## config.mk

```make
export PLATFORM = sky130hd
export DESIGN_NAME = regfile_wb_scheduler_flat
export DESIGN_NICKNAME = d
export VERILOG_FILES = /design/src/rtl/regfile_wb_scheduler_pkg.sv /design/src/rtl/regfile_wb_scheduler_if.sv /design/src/rtl/regfile_wb_scheduler_wb_fifo.sv /design/src/rtl/regfile_wb_scheduler.sv /design/src/flat_wrapper.sv
export SDC_FILE = /design/constraint.sdc
export NUM_CORES = 1
export LEC_CHECK = 0
export ABC_CLOCK_PERIOD_IN_PS = 3000
export CAP_MARGIN = 20
export CORE_MARGIN = 2
export CORE_UTILIZATION = 45
export DETAILED_ROUTE_END_ITERATION = 12
export GPL_ROUTABILITY_DRIVEN = 0
export PLACE_DENSITY = 0.77
export SLEW_MARGIN = 0
export SYNTH_ARGS = -nofsm -noshare
export SYNTH_HDL_FRONTEND = slang
export SYNTH_SLANG_ARGS = --single-unit
export TNS_END_PERCENT = 20
```

## constraint.sdc

```tcl
create_clock -name clk -period 3 [get_ports clk]
set_input_delay 0.45 -clock clk [delete_from_list [all_inputs] [get_ports clk]]
set_output_delay 0.45 -clock clk [all_outputs]
set_load 0.02 [all_outputs]
```

## src/rtl/regfile_wb_scheduler_pkg.sv

```systemverilog
// Shared types for the writeback scheduler: register index and buffered writeback entry.
// Pure type/constant package; no logic, no latency, no flow control.
package regfile_ctrl_pkg;
    localparam int REG_CNT = 8;
    localparam int REG_AW  = $clog2(REG_CNT);
    localparam int DATA_W  = 32;

    typedef logic [REG_AW-1:0] reg_idx_t;

    typedef struct packed {
        reg_idx_t          dest;
        logic [DATA_W-1:0] data;
    } wb_entry_t;
endpackage

```

## src/rtl/regfile_wb_scheduler_if.sv

```systemverilog
// Issue, writeback and register-file write bundle of the writeback scheduler.
// Wiring only; stall is the single backpressure signal back to decode.
interface regfile_wb_scheduler_if
    import regfile_ctrl_pkg::*;
#(
    parameter int D_SIZE    = DATA_W,
    parameter int BUF_DEPTH = 2
) ();
    localparam int CNT_W = $clog2(BUF_DEPTH + 1);

    logic               issue_valid;
    logic               issue_dest_en;
    reg_idx_t           issue_dest;
    logic               issue_src1_en;
    reg_idx_t           issue_src1;
    logic               issue_src2_en;
    reg_idx_t           issue_src2;
    logic               stall;

    logic               alu_wb_valid;
    reg_idx_t           alu_wb_dest;
    logic [D_SIZE-1:0]  alu_wb_data;
    logic               ld_wb_valid;
    reg_idx_t           ld_wb_dest;
    logic [D_SIZE-1:0]  ld_wb_data;

    logic               write_en;
    reg_idx_t           dest_wb;
    logic [D_SIZE-1:0]  result_wb;
    logic [REG_CNT-1:0] pending;
    logic [CNT_W-1:0]   buf_count;
    logic               err;

    modport master (
        output issue_valid, issue_dest_en, issue_dest, issue_src1_en, issue_src1,
               issue_src2_en, issue_src2,
               alu_wb_valid, alu_wb_dest, alu_wb_data, ld_wb_valid, ld_wb_dest, ld_wb_data,
        input  stall, write_en, dest_wb, result_wb, pending, buf_count, err
    );

    modport slave (
        input  issue_valid, issue_dest_en, issue_dest, issue_src1_en, issue_src1,
               issue_src2_en, issue_src2,
               alu_wb_valid, alu_wb_dest, alu_wb_data, ld_wb_valid, ld_wb_dest, ld_wb_data,
        output stall, write_en, dest_wb, result_wb, pending, buf_count, err
    );
endinterface

```

## src/rtl/regfile_wb_scheduler_wb_fifo.sv

```systemverilog
// FIFO of deferred ALU writebacks; head visible combinationally, push/pop take effect at the edge.
// Push while full is dropped unless a pop happens in the same cycle.
module wb_fifo
    import regfile_ctrl_pkg::*;
#(
    parameter int DEPTH = 2,
    parameter int CNT_W = $clog2(DEPTH + 1)
) (
    input  logic             clk,
    input  logic             reset,
    input  logic             i_push,
    input  logic             i_pop,
    input  wb_entry_t        i_dat,
    output wb_entry_t        o_dat,
    output logic [CNT_W-1:0] o_count,
    output logic             o_full,
    output logic             o_empty
);
    localparam int PW = (DEPTH > 1) ? $clog2(DEPTH) : 1;

    wb_entry_t        r_mem [DEPTH];
    logic [PW-1:0]    r_rd_ptr;
    logic [PW-1:0]    r_wr_ptr;
    logic [CNT_W-1:0] r_count;
    logic             w_do_push;
    logic             w_do_pop;

    function automatic logic [PW-1:0] next_ptr(input logic [PW-1:0] ptr);
        return (ptr == PW'(DEPTH - 1)) ? '0 : ptr + PW'(1);
    endfunction

    assign o_full    = (r_count == CNT_W'(DEPTH));
    assign o_empty   = (r_count == '0);
    assign o_count   = r_count;
    assign o_dat     = r_mem[r_rd_ptr];
    assign w_do_pop  = i_pop & ~o_empty;
    assign w_do_push = i_push & (~o_full | w_do_pop);

    always_ff @(posedge clk) begin
        if (w_do_push) r_mem[r_wr_ptr] <= i_dat;
    end

    always_ff @(posedge clk) begin
        if (!reset) begin
            r_rd_ptr <= '0;
            r_wr_ptr <= '0;
            r_count  <= '0;
        end else begin
            if (w_do_push) r_wr_ptr <= next_ptr(r_wr_ptr);
            if (w_do_pop)  r_rd_ptr <= next_ptr(r_rd_ptr);
            if (w_do_push && !w_do_pop)      r_count <= r_count + CNT_W'(1);
            else if (!w_do_push && w_do_pop) r_count <= r_count - CNT_W'(1);
        end
    end
endmodule

```

## src/rtl/regfile_wb_scheduler.sv

```systemverilog
// Register-file write-port arbiter (load > buffered ALU > direct ALU) with pending-write scoreboard.
// One-cycle registered write output; decode stalls on RAW/WAW hazards or a full ALU buffer.
module regfile_wb_scheduler
    import regfile_ctrl_pkg::*;
#(
    parameter int D_SIZE    = DATA_W,
    parameter int BUF_DEPTH = 2
) (
    input logic                    clk,
    input logic                    reset,
    regfile_wb_scheduler_if.slave  bus
);
    localparam int CNT_W = $clog2(BUF_DEPTH + 1);

    logic [REG_CNT-1:0] r_pending;
    logic               r_write_en;
    reg_idx_t           r_dest_wb;
    logic [D_SIZE-1:0]  r_result_wb;
    logic               r_err;

    wb_entry_t          w_alu_entry;
    wb_entry_t          w_head;
    wb_entry_t          w_sel;
    logic               w_sel_vld;
    logic               w_push;
    logic               w_pop;
    logic               w_full;
    logic               w_empty;
    logic [CNT_W-1:0]   w_count;
    logic               w_raw;
    logic               w_waw;
    logic               w_stall;
    logic               w_accept;
    logic               w_err_set;
    logic [REG_CNT-1:0] w_pending_nxt;

    assign w_alu_entry = '{dest: bus.alu_wb_dest, data: bus.alu_wb_data};

    wb_fifo #(.DEPTH(BUF_DEPTH), .CNT_W(CNT_W)) u_fifo (
        .clk     (clk),
        .reset   (reset),
        .i_push  (w_push),
        .i_pop   (w_pop),
        .i_dat   (w_alu_entry),
        .o_dat   (w_head),
        .o_count (w_count),
        .o_full  (w_full),
        .o_empty (w_empty)
    );

    always_comb begin
        w_sel_vld = 1'b0;
        w_sel     = w_alu_entry;
        w_push    = 1'b0;
        w_pop     = 1'b0;
        if (bus.ld_wb_valid) begin
            w_sel_vld = 1'b1;
            w_sel     = '{dest: bus.ld_wb_dest, data: bus.ld_wb_data};
            w_push    = bus.alu_wb_valid;
        end else if (!w_empty) begin
            w_sel_vld = 1'b1;
            w_sel     = w_head;
            w_pop     = 1'b1;
            w_push    = bus.alu_wb_valid;
        end else if (bus.alu_wb_valid) begin
            w_sel_vld = 1'b1;
        end
    end

    assign w_raw    = (bus.issue_src1_en & r_pending[bus.issue_src1]) |
                      (bus.issue_src2_en & r_pending[bus.issue_src2]);
    assign w_waw    = bus.issue_dest_en & r_pending[bus.issue_dest];
    assign w_stall  = reset & (w_raw | w_waw | w_full);
    assign w_accept = bus.issue_valid & ~w_stall;

    // Clear first so a forced same-register set in the same cycle wins.
    always_comb begin
        w_pending_nxt = r_pending;
        if (r_write_en)                       w_pending_nxt[r_dest_wb]      = 1'b0;
        if (w_accept && bus.issue_dest_en)    w_pending_nxt[bus.issue_dest] = 1'b1;
    end

    assign w_err_set = (w_push & w_full & ~w_pop) |
                       (r_write_en & ~r_pending[r_dest_wb]) |
                       (bus.ld_wb_valid & bus.alu_wb_valid & w_full);

    always_ff @(posedge clk) begin
        if (!reset) begin
            r_pending   <= '0;
            r_write_en  <= 1'b0;
            r_dest_wb   <= '0;
            r_result_wb <= '0;
            r_err       <= 1'b0;
        end else begin
            r_pending  <= w_pending_nxt;
            r_write_en <= w_sel_vld;
            if (w_sel_vld) begin
                r_dest_wb   <= w_sel.dest;
                r_result_wb <= w_sel.data;
            end
            if (w_err_set) r_err <= 1'b1;
        end
    end

    assign bus.stall     = w_stall;
    assign bus.write_en  = r_write_en;
    assign bus.dest_wb   = r_dest_wb;
    assign bus.result_wb = r_result_wb;
    assign bus.pending   = r_pending;
    assign bus.buf_count = w_count;
    assign bus.err       = r_err;
endmodule

```

## src/flat_wrapper.sv

```systemverilog
// flat-port wrapper written by rule: the top's interface ports become plain ports
module regfile_wb_scheduler_flat import regfile_ctrl_pkg::*;
#(
    parameter int D_SIZE    = DATA_W,
    parameter int BUF_DEPTH = 2
)
  (clk, reset, bus_issue_valid, bus_issue_dest_en, bus_issue_dest, bus_issue_src1_en, bus_issue_src1, bus_issue_src2_en, bus_issue_src2, bus_alu_wb_valid, bus_alu_wb_dest, bus_alu_wb_data, bus_ld_wb_valid, bus_ld_wb_dest, bus_ld_wb_data, bus_stall, bus_write_en, bus_dest_wb, bus_result_wb, bus_pending, bus_buf_count, bus_err);
  regfile_wb_scheduler_if #(.D_SIZE(D_SIZE), .BUF_DEPTH(BUF_DEPTH)) bus_i ();
  input logic clk;
  input logic reset;
  input wire logic [$bits(bus_i.issue_valid)-1:0] bus_issue_valid;
  input wire logic [$bits(bus_i.issue_dest_en)-1:0] bus_issue_dest_en;
  input wire logic [$bits(bus_i.issue_dest)-1:0] bus_issue_dest;
  input wire logic [$bits(bus_i.issue_src1_en)-1:0] bus_issue_src1_en;
  input wire logic [$bits(bus_i.issue_src1)-1:0] bus_issue_src1;
  input wire logic [$bits(bus_i.issue_src2_en)-1:0] bus_issue_src2_en;
  input wire logic [$bits(bus_i.issue_src2)-1:0] bus_issue_src2;
  input wire logic [$bits(bus_i.alu_wb_valid)-1:0] bus_alu_wb_valid;
  input wire logic [$bits(bus_i.alu_wb_dest)-1:0] bus_alu_wb_dest;
  input wire logic [$bits(bus_i.alu_wb_data)-1:0] bus_alu_wb_data;
  input wire logic [$bits(bus_i.ld_wb_valid)-1:0] bus_ld_wb_valid;
  input wire logic [$bits(bus_i.ld_wb_dest)-1:0] bus_ld_wb_dest;
  input wire logic [$bits(bus_i.ld_wb_data)-1:0] bus_ld_wb_data;
  output wire logic [$bits(bus_i.stall)-1:0] bus_stall;
  output wire logic [$bits(bus_i.write_en)-1:0] bus_write_en;
  output wire logic [$bits(bus_i.dest_wb)-1:0] bus_dest_wb;
  output wire logic [$bits(bus_i.result_wb)-1:0] bus_result_wb;
  output wire logic [$bits(bus_i.pending)-1:0] bus_pending;
  output wire logic [$bits(bus_i.buf_count)-1:0] bus_buf_count;
  output wire logic [$bits(bus_i.err)-1:0] bus_err;
  assign bus_i.issue_valid = bus_issue_valid;
  assign bus_i.issue_dest_en = bus_issue_dest_en;
  assign bus_i.issue_dest = bus_issue_dest;
  assign bus_i.issue_src1_en = bus_issue_src1_en;
  assign bus_i.issue_src1 = bus_issue_src1;
  assign bus_i.issue_src2_en = bus_issue_src2_en;
  assign bus_i.issue_src2 = bus_issue_src2;
  assign bus_i.alu_wb_valid = bus_alu_wb_valid;
  assign bus_i.alu_wb_dest = bus_alu_wb_dest;
  assign bus_i.alu_wb_data = bus_alu_wb_data;
  assign bus_i.ld_wb_valid = bus_ld_wb_valid;
  assign bus_i.ld_wb_dest = bus_ld_wb_dest;
  assign bus_i.ld_wb_data = bus_ld_wb_data;
  assign bus_stall = bus_i.stall;
  assign bus_write_en = bus_i.write_en;
  assign bus_dest_wb = bus_i.dest_wb;
  assign bus_result_wb = bus_i.result_wb;
  assign bus_pending = bus_i.pending;
  assign bus_buf_count = bus_i.buf_count;
  assign bus_err = bus_i.err;
  regfile_wb_scheduler #(.D_SIZE(D_SIZE), .BUF_DEPTH(BUF_DEPTH)) u_core (.clk(clk), .reset(reset), .bus(bus_i));
endmodule
```

# ---- Word level (Yosys, flattened, before mapping)
# Memory sizes are Yosys's and may differ from the RTL's. A register that Yosys moved wholly into a read port is not among the register bits.
# Cells that the tools add are included.
# Widths: inputs -> output; s select.
dict set report op_classes {
  add_sub_neg 4
  magnitude_cmp 6
  n_eq_ne 1
  muxes 31
  bitwise 26
  reduce_logical 9
}
# cell n
set ops {}
lappend ops {{$mux 35} 2}
lappend ops {{$mux 1} 19}
lappend ops {{$lt 3x4->1 const B} 4}
lappend ops {{$mux 8} 2}
lappend ops {{$and 1x1->1} 12}
lappend ops {{$bmux 1 s3} 4}
lappend ops {{$and 8x8->8} 1}
lappend ops {{$not 8->8} 1}
lappend ops {{$or 8x8->8} 1}
lappend ops {{$demux 1 s3} 2}
lappend ops {{$ge 3x1->1 const B} 2}
lappend ops {{$or 1x1->1} 6}
lappend ops {{$logic_and 1x1->1} 5}
lappend ops {{$not 1->1} 5}
lappend ops {{$mux 2} 2}
lappend ops {{$add 1x1->1 const B} 2}
lappend ops {{$add 2x1->2 const B} 1}
lappend ops {{$eq 2x2->1 const B} 1}
lappend ops {{$logic_not 1->1} 2}
lappend ops {{$logic_not 2->1} 1}
lappend ops {{$reduce_bool 2->1} 1}
lappend ops {{$sub 2x1->2 const B} 1}
dict set report totals {
  regBits 49
  ramBits 70
  in_bits 87
  output_inout_bits 48
  memories 1
}
# name depth word_bits read_ports rd_clocked_by_memory_dff write_ports line_no
set mem_list {}
lappend mem_list {u_core.u_fifo.r_mem 2 35 1 1 1 regfile_wb_scheduler_wb_fifo.sv:21} ;# wb_entry_t r_mem [DEPTH];

# ---- Logic depth before layout (Yosys ltp)
# Gate-level depths: netlist of run 1.
dict set report logic_depth {
  word_depth 11
  ltp_mapped 8
}

# ---- By module
# A second synthesis of run 1 with hierarchy kept.
dict set report hier_totals {
  hier_cells 486
  area_unflattened_um2 5372.7
}
# module n_inst cells_each area_each_um2 seq_area_each_um2
set by_module_without_submodules {}
lappend by_module_without_submodules {wb_fifo 1 134 2755.1 2202.1}
lappend by_module_without_submodules {regfile_wb_scheduler 1 352 2617.5 900.9}

# ---- Worst setup path before layout of run 1
# Ideal clock, no wire load.
dict set report synth_path {
  path_kind {register -> register}
  from {reg u_core.u_fifo.r_count[1], in the netlist u_core.u_fifo.o_count[1]}
  to {mem u_core.u_fifo.r_mem[0][0] in the netlist's numbering (enable)}
  t_arrival_ns 2.615
  required_time_ns 2.573
  path_slack_ns -0.043
  stages_incl_launch_ff 5
  synth_period_minus_slack_ns 3.043
  cell_sequence {dfxtp_1 -> clkbuf_1 -> xor2_1 -> o21ai_0 -> nor2_1}
}
dict set report synth_via {
  elab_chain_cells 8
  word_cells_on_any_way 13
  cone_classes {1 x eq/ne; 6 x mux; 5 x bitwise; 1 x reduce/logical}
}
# element line_no
set synth_lines {}
lappend synth_lines {{from (decl)} regfile_wb_scheduler_wb_fifo.sv:24} ;# logic [CNT_W-1:0] r_count;
lappend synth_lines {{from (signal assigned)} regfile_wb_scheduler_wb_fifo.sv:51} ;# if (w_do_push && !w_do_pop) r_count <= r_count + CNT_W'(1);
lappend synth_lines {{from (signal assigned)} regfile_wb_scheduler_wb_fifo.sv:52} ;# else if (!w_do_push && w_do_pop) r_count <= r_count - CNT_W'(1);
lappend synth_lines {{$logic_not 2->1} regfile_wb_scheduler_wb_fifo.sv:33} ;# assign o_empty = (r_count == '0);
lappend synth_lines {{$mux 1} regfile_wb_scheduler.sv:60} ;# end else if (!w_empty) begin
lappend synth_lines {{$mux 1} regfile_wb_scheduler.sv:56} ;# if (bus.ld_wb_valid) begin
lappend synth_lines {{$and 1x1->1} regfile_wb_scheduler_wb_fifo.sv:36} ;# assign w_do_pop = i_pop & ~o_empty;
lappend synth_lines {{$or 1x1->1} regfile_wb_scheduler_wb_fifo.sv:37} ;# assign w_do_push = i_push & (~o_full | w_do_pop);
lappend synth_lines {{$and 1x1->1 (*)} regfile_wb_scheduler_wb_fifo.sv:37}
lappend synth_lines {{$mux 1 (*)} regfile_wb_scheduler_wb_fifo.sv:40} ;# if (w_do_push) r_mem[r_wr_ptr] <= i_dat;
lappend synth_lines {{$mux 1 (not written as such) (*)} regfile_wb_scheduler_wb_fifo.sv:40}
lappend synth_lines {{to (decl)} regfile_wb_scheduler_wb_fifo.sv:21}
# Every way passes the cells marked *; elsewhere a longest branch is shown, timed or not.

# ---- Worst setup path after layout of run 1
dict set report layout_path {
  from {in bus_issue_src1[1]}
  to {out bus_stall}
}
dict set report layout_via {
  elab_chain_cells 7
}
# element line_no
set layout_lines {}
lappend layout_lines {{from (decl)} flat_wrapper.sv:15} ;# input wire logic [$bits(bus_i.issue_src1)-1:0] bus_issue_src1;
lappend layout_lines {{$bmux 1 s3} regfile_wb_scheduler.sv:70} ;# assign w_raw = (bus.issue_src1_en & r_pending[bus.issue_src1]) |
lappend layout_lines {{$mux 1 (not written as such)} regfile_wb_scheduler.sv:70}
lappend layout_lines {{$and 1x1->1} regfile_wb_scheduler.sv:70}
lappend layout_lines {{$or 1x1->1} regfile_wb_scheduler.sv:70}
lappend layout_lines {{$or 1x1->1 (2 in a row)} regfile_wb_scheduler.sv:73} ;# assign w_stall = reset & (w_raw | w_waw | w_full);
lappend layout_lines {{$and 1x1->1} regfile_wb_scheduler.sv:73}
lappend layout_lines {{to (decl)} flat_wrapper.sv:24} ;# output wire logic [$bits(bus_i.stall)-1:0] bus_stall;
# Every way passes these cells. The select of a mux whose other input is x is not followed.

==> results of run 1 <==
[final cells by class]
type                            count  area, um^2
Sequential cell                   120        3110
Tap cell                          147         184
Clock inverter                      9         121
Clock buffer                       23         478
Timing Repair Buffer              147        1470
Inverter                            6        22.5
Fill cell                         921        4390
Multi-Input combinational cell    299        2190
[report_power, final]
part           total, mW  leakage [nW]  internal (mW)  switching (mW)
clock network       2.05         0.294           1.36           0.684
logic               1.72          1.24          0.771           0.945
registers           2.27          1.06           2.07           0.198
total               6.03          2.60           4.20            1.83
[per-stage QoR]
| step | hold slack [ns] | utilization (%) |
|---|---|---|
| 2_1_floorplan | 0.472 | - |
| 3_3_place_gp | 0.483 | 58.3 |
| 3_5_place_dp | 0.488 | 58.3 |
| 4_1_cts | 0.504 | 63.3 |
| 5_1_grt | 0.527 | 63.3 |
| 6_report | 0.501 | 63.3 |
[how the worst max path moves through the flow]
stage / start / end / slack (ns) / cells past startpoint
floorplan: u_core.u_fifo.o_count[1] / u_core.u_fifo.r_mem[0][0] / -0.04 / 4
global placement: bus_issue_src1[1] / bus_stall / -0.02 / 7
detailed placement: bus_issue_src1[1] / bus_stall / -0.06 / 7
CTS: bus_issue_src1[1] / bus_stall / 0.15 / 7
global route: bus_issue_src1[1] / bus_stall / 0.05 / 7
finish: bus_issue_src1[1] / bus_stall / 0.16 / 7
[cell usage in the layout, fill, tap and decap left out, drive strengths merged, types with 3 or more instances in the layout]
master / instances
a211oi: 66
a21oi: 38
buf: 14
bufinv: 3
clkbuf: 23
clkdlybuf4s50: 132
clkinv: 5
dfxtp: 50
edfxtp: 70
inv: 6
mux2i: 41
mux4: 5
nand2: 9
nand2b: 6
nor2: 43
nor3: 32
nor4b: 5
o2111ai: 3
o211ai: 6
o21ai: 18
o221ai: 3
xor2: 4
[flip-flops by register name, indices dropped and copies added, names as in the netlist, named ones only]
name                    count
u_core.u_fifo.r_rd_ptr      1
u_core.u_fifo.o_count       2
u_core.u_fifo.r_mem        70
u_core.bus.pending          8
u_core.bus.write_en         1
u_core.bus.dest_wb          3
u_core.u_fifo.r_wr_ptr      1
u_core.bus.result_wb       32
u_core.bus.err              1
[worst max-delay path, delay by kind of cell]
kind            cells  cell delay [ns]
simple gates        1             0.10
compound gates      2             0.30
mux                 1             0.51
buf+inv             3             1.03
[layer usage]
layer  part of all wire (%)  routed length, um  track usage [%]
met5                      0                  0                0
met4                    1.2                161             7.40
met3                    7.8               1070             7.15
met2                     48               6660             35.5
met1                     43               5920             27.9
[cells by family after synthesis]
family | Yosys count | synth area share [%]
xor+xnor | 5 | 0.797
flops | 120 | 56.5
compound gates | 141 | 19.7
mux | 48 | 9.93
simple gates | 104 | 9.02
buf+inv | 46 | 3.85
fa+ha+maj | 1 | 0.228
==> results by group, run 1 <==
Synth
  • Count of flip-flops with a built-in enable after synthesis: 70
  • Synth Instances: 465
  • Most numerous cell in the Yosys netlist: edfxtp_1
  • Post-synthesis cell type count: 37
  • Number of synthesized register bits: 120
  • Synthesized area: roughly 5500 um^2
  • Synth top area share: 38.3%
  • Synth warn: 0
  • Net Count, Synth: 553
  • Area leader, netlist: edfxtp_1
  • Post-synthesis area per instance: 11.8 um^2
  • Top post-synthesis cells by area: edfxtp_1, dfxtp_1, mux2i_1, a211oi_2, a211oi_1
  • Sequential cell area fraction in the yosys report: 56.5%
  • Async S/R FF share, synth: 0%
  • Commonest cells post-synth: edfxtp_1, dfxtp_1, nor2_1, mux2i_1, a21oi_1
  • Top_reg_cell synth: edfxtp_1

Placement
  • Worst slack, placed: -0.0569 ns
  • PortBufs: 134
  • Placed Cells: 719
  • HPWL after DPL: between 9000 and 10000 um
  • Placed cell area: 6980 um^2

Timing
  • Setup ws final: 0.156 ns
  • Setup TNS: 0 ns
  • Slew HR: a little over two fifths
  • Slew Limit Fails: 0
  • Final setup fails: 0
  • Final period utilization: 94.8%
  • Clock Skew: 0.00456 ns
  • Fmax: 0.352 GHz
  • RSZ-0062 raised after global routing: false
  • Min Clock Period, post-route: 2.84 ns
  • Least-Margin Pin Slew: 0.846 ns
  • Endpoints failing hold: 0

Hold path
  • Type of the tightest min-delay check: flip-flop to flip-flop
  • Hold path start: u_core.u_fifo.r_rd_ptr
  • Cells on Worst Hold Path: 2
  • Worst Hold End: u_core.u_fifo.r_rd_ptr

Setup path
  • CP startpoint kind: primary input
  • R2r worst-path depth: 7
  • Setup crit end kind: output port
  • Flop-to-flop setup slack: 0.69 ns
  • Worst path max stage delay: between 0.5 and 0.6 ns
  • Cell chain of the critical path: clkdlybuf4s50_1, mux4_2, a22oi_1, buf_4, or2_2, o221ai_1, dlygate4sd2_1
  • Worst reg2reg endpoint: u_core.u_fifo.o_count[1]
  • Slowest-stage cell, CP: clkdlybuf4s50_1
  • Crit Path Category: primary input to output port
  • Reg2Reg Launch Point: u_core.u_fifo.o_count[1]
  • WP data required: 2.55 ns
  • Crit path DAT: around 2.4 ns
  • Critical-path maximum fanout: 5

Routing
  • Drt total wl: approximately 14000 um
  • Avg WL per Cell: between 15 and 20 um
  • Vias per cell: between 5 and 6
  • DR pass1 iterations: 4
  • Drt initial violations: slightly above 200
  • Drt drc: 0
  • Antenna-violating nets left: 0
  • DR vias: 4252

Floorplan
  • Core area: 12000 um^2
  • Die H: 114 um
  • I/O pin cnt: 135
  • Die Width: roughly 110 um
  • Initial Util: a little under half
  • Rows: 40
  • Die area: around 13000 um^2

Clock tree
  • Worst-path clk slew: roughly 0.050 ns
  • CTS HTree Levels: 4
  • Root Driver: clkbuf_16
  • Total CTS buffers: 17
  • CTS sink cnt: 120
  • PostCTS Resize Cnt: 1
  • CTS tree: yes
  • Hold Buf Count CTS: 0
  • Post CTS Setup Buffer Count: 0
  • Worst skew pair latency: 0.41 ns
  • Clock Path Buffers: 2

Final layout
  • Antenna cells: 0
  • Final nets: 679
  • Final Instance Area: 7580 um^2
  • Area Growth Syn to Fin: 38.0%
  • Fin cells: 751
  • Ratio of cells with drive above 1 in the final layout: between 10 and 15%

Global routing
  • First-pass GRT wire length: 22300 um
  • Gr ovfl total: 0
  • Largest net degree at the start of global routing: between 70 and 80
  • Vias in the first global route: between 4000 and 5000
  • All-Layer GR Usage: 21.9%
  • Initial antenna violation count: 0

Run
  • Max cap viols: 0

Power
  • Pwr dens: 796 nW/um^2
  • Pleak: roughly 2.6 nW
  • VDD IR max: just over 0.0004 V
  • Total power: just over 6 mW

Outcome
  • Status: completed
No activity file was read; power rests on OpenSTA's default activity.
==> inputs of run 2 (changes only) <==
--- a/config.mk
+++ b/config.mk
@@ -12,5 +12,5 @@
 export DETAILED_ROUTE_END_ITERATION = 12
 export GPL_ROUTABILITY_DRIVEN = 0
-export PLACE_DENSITY = 0.77
+export PLACE_DENSITY = 0.87
 export SLEW_MARGIN = 0
 export SYNTH_ARGS = -nofsm -noshare
==> constraint.sdc (replaced) <==
create_clock -name clk -period 3 [get_ports clk]
set_input_delay 0.3 -clock clk [delete_from_list [all_inputs] [get_ports clk]]
set_output_delay 0.3 -clock clk [all_outputs]
set_load 0.02 [all_outputs]
==> results by group, run 2 (same netlist as run 1, synthesis figures left out) <==
Setup path
  • WP data required: 2.70 ns
  • Cell chain of the critical path: clkdlybuf4s50_1, mux2i_1, o221ai_1, a21oi_1, o221ai_1, clkdlybuf4s50_1
  • Critical-path maximum fanout: 11
  • Worst Path Buf+Inv: 2
  • Setup crit end kind: output port
  • Worst reg2reg endpoint: u_core.u_fifo.o_count[1]
  • R2r worst-path depth: 7
  • Worst path max stage delay: approximately 0.71 ns
  • Crit Path Category: primary input to output port
  • Flop-to-flop setup slack: 0.74 ns
  • Crit path DAT: 2.43 ns
  • Slowest-stage cell, CP: clkdlybuf4s50_1
  • Cell family with most CP delay: buffers and inverters
  • CP startpoint kind: primary input
  • Reg2Reg Launch Point: u_core.u_fifo.o_count[0]

Power
  • Seq pwr share: a little under two fifths
  • Comb power frac: about 29%
  • Clock power share: about 34%
  • VDD IR max: 0.000422 V
  • Net Sw Power: between 1.5 and 2 mW
  • Internal power: 4.21 mW
  • Pleak: about 2.6 nW
  • Sw Share: a little under a third
  • Pwr dens: ~800 nW/um^2

Timing
  • Least-Margin Pin Slew: about 0.58 ns
  • Clock Skew: approximately 0.011 ns
  • Setup ws final: 0.267 ns
  • Final setup fails: 0
  • Fmax: ~0.37 GHz
  • Endpoints failing hold: 0
  • Min Clock Period, post-route: 2.73 ns
  • Slew Limit Fails: 0
  • Slew HR: 61.6%
  • RSZ-0062 raised after global routing: false
  • Final period utilization: 91.1%
  • Setup TNS: 0 ns

Floorplan
  • Die H: 114 um
  • I/O pin cnt: 135
  • Die area: approximately 13000 um^2
  • Die Width: 114 um
  • Core area: roughly 12000 um^2
  • Initial Util: 45.9%
  • Rows: 40

Final layout
  • Max reg flops: 70
  • Antenna cells: 0
  • Multi-input logic area: 2190 um^2
  • Final nets: a little under 700
  • Filler cells: 917
  • Area Growth Syn to Fin: 38.1%
  • Largest register by flop count: u_core.u_fifo.r_mem
  • Register area: 3110 um^2
  • Most frequent cells in the layout: clkdlybuf4s50_1, edfxtp_1, dfxtp_1
  • Commonest non-fill, non-tap cell in the layout: clkdlybuf4s50_1
  • Ratio of cells with drive above 1 in the final layout: 15.4%

Clock tree
  • Total CTS buffers: 17
  • CTS sink cnt: 120
  • Worst-path clk slew: 0.05 ns
  • Clock Path Buffers: 2
  • Worst skew pair latency: around 0.41 ns
  • Hold Buf Count CTS: 0
  • CTS tree: yes
  • Root Driver: clkbuf_16
  • PostCTS Resize Cnt: 0
  • CTS HTree Levels: 4
  • Post CTS Setup Buffer Count: 0

Outcome
  • Status: completed

Routing
  • Drt drc: 0
  • DR vias: between 4000 and 5000
  • Drt total wl: approximately 14000 um
  • Vias per cell: 5.74
  • Avg WL per Cell: 18.8 um
  • DR pass1 iterations: 4
  • Antenna-violating nets left: 0
  • Drt initial violations: 323

Global routing
  • Largest net degree at the start of global routing: 46
  • Vias in the first global route: roughly 4500
  • Initial antenna violation count: 0
  • All-Layer GR Usage: 22.5%
  • Gr ovfl total: 0
  • First-pass GRT wire length: roughly 23000 um

Placement
  • Worst slack, placed: 0.340 ns
  • HPWL after DPL: 9670 um
  • PortBufs: 134

Run
  • Max cap viols: 0

Hold path
  • Hold path start: u_core.bus.write_en
  • Worst Hold End: u_core.bus.err
  • Type of the tightest min-delay check: flip-flop to flip-flop
  • Cells on Worst Hold Path: 2
[run 2: changes by cell type in the layout (fill, tap and decap cells not counted), sizes merged]
cell           delta
clkdlybuf4s50     +1
buf               +6
dlygate4sd2       -1
[run 2: per-stage QoR]
| step | hold slack (ns) | cell area (um^2) | util [%] | total power [mW] | std cells |
|---|---|---|---|---|---|
| after global placement | 0.483 | 6990 | 58.4 | 3.97 | 725 |
| after global routing | 0.499 | 7580 | 63.4 | 6.31 | 757 |
| final | 0.494 | 7580 | 63.4 | 6.03 | 757 |
| after detailed placement | 0.483 | 6990 | 58.4 | 4.03 | 725 |
| after floorplan | 0.399 | 5490 | - | 3.34 | 465 |
| after CTS | 0.488 | 7580 | 63.4 | 6.07 | 757 |
[run 2: cell type report]
cell class	instances	area share, %
Inverter	6	0.297
Multi-Input combinational cell	299	28.9
Tap cell	147	2.42
Clock inverter	9	1.60
Timing Repair Buffer	153	19.5
Sequential cell	120	41.0
Clock buffer	23	6.30
[run 2: metal layers]
metal  track usage (%)  vias to the layer above  wire length (um)
met1              27.0                     2086              5740
met5                 0                        -                 0
met2              37.7                      179              7040
li1                  -                     2058                 -
met4              9.67                        0               216
met3              6.72                       20              1220
[run 2: worst max path at each step]
stage / slack, ns / end / startpoint / cells after the start
after detailed placement: 0.34 / bus_stall / bus_issue_dest[2] / 6
final: 0.27 / bus_stall / bus_issue_dest[2] / 6
after global routing: 0.21 / bus_stall / bus_issue_dest[2] / 6
after global placement: 0.35 / bus_stall / bus_issue_src1[1] / 6
after CTS: 0.33 / bus_stall / bus_issue_dest[2] / 6
after floorplan: -0.04 / u_core.u_fifo.r_mem[0][0] / u_core.u_fifo.o_count[1] / 4
[run 2: power by group through the flow]
stage / Sequential, mW / Combinational (mW) / Clock, mW
floorplan: 2.36 / 0.982 / 0
global placement: 2.27 / 1.69 / 0
detailed placement: 2.29 / 1.74 / 0
CTS: 2.26 / 1.75 / 2.06
global route: 2.29 / 1.88 / 2.14
finish: 2.26 / 1.74 / 2.03
[run 2: worst reg2reg max path: stages (launching register included)]
cell and delay, ns:
dfxtp_2 0.47, buf_4 0.29, or2_1 0.15, buf_4 0.27
nand2b_1 0.14, ha_1 0.35, or3_1 0.35, a21oi_1 0.16
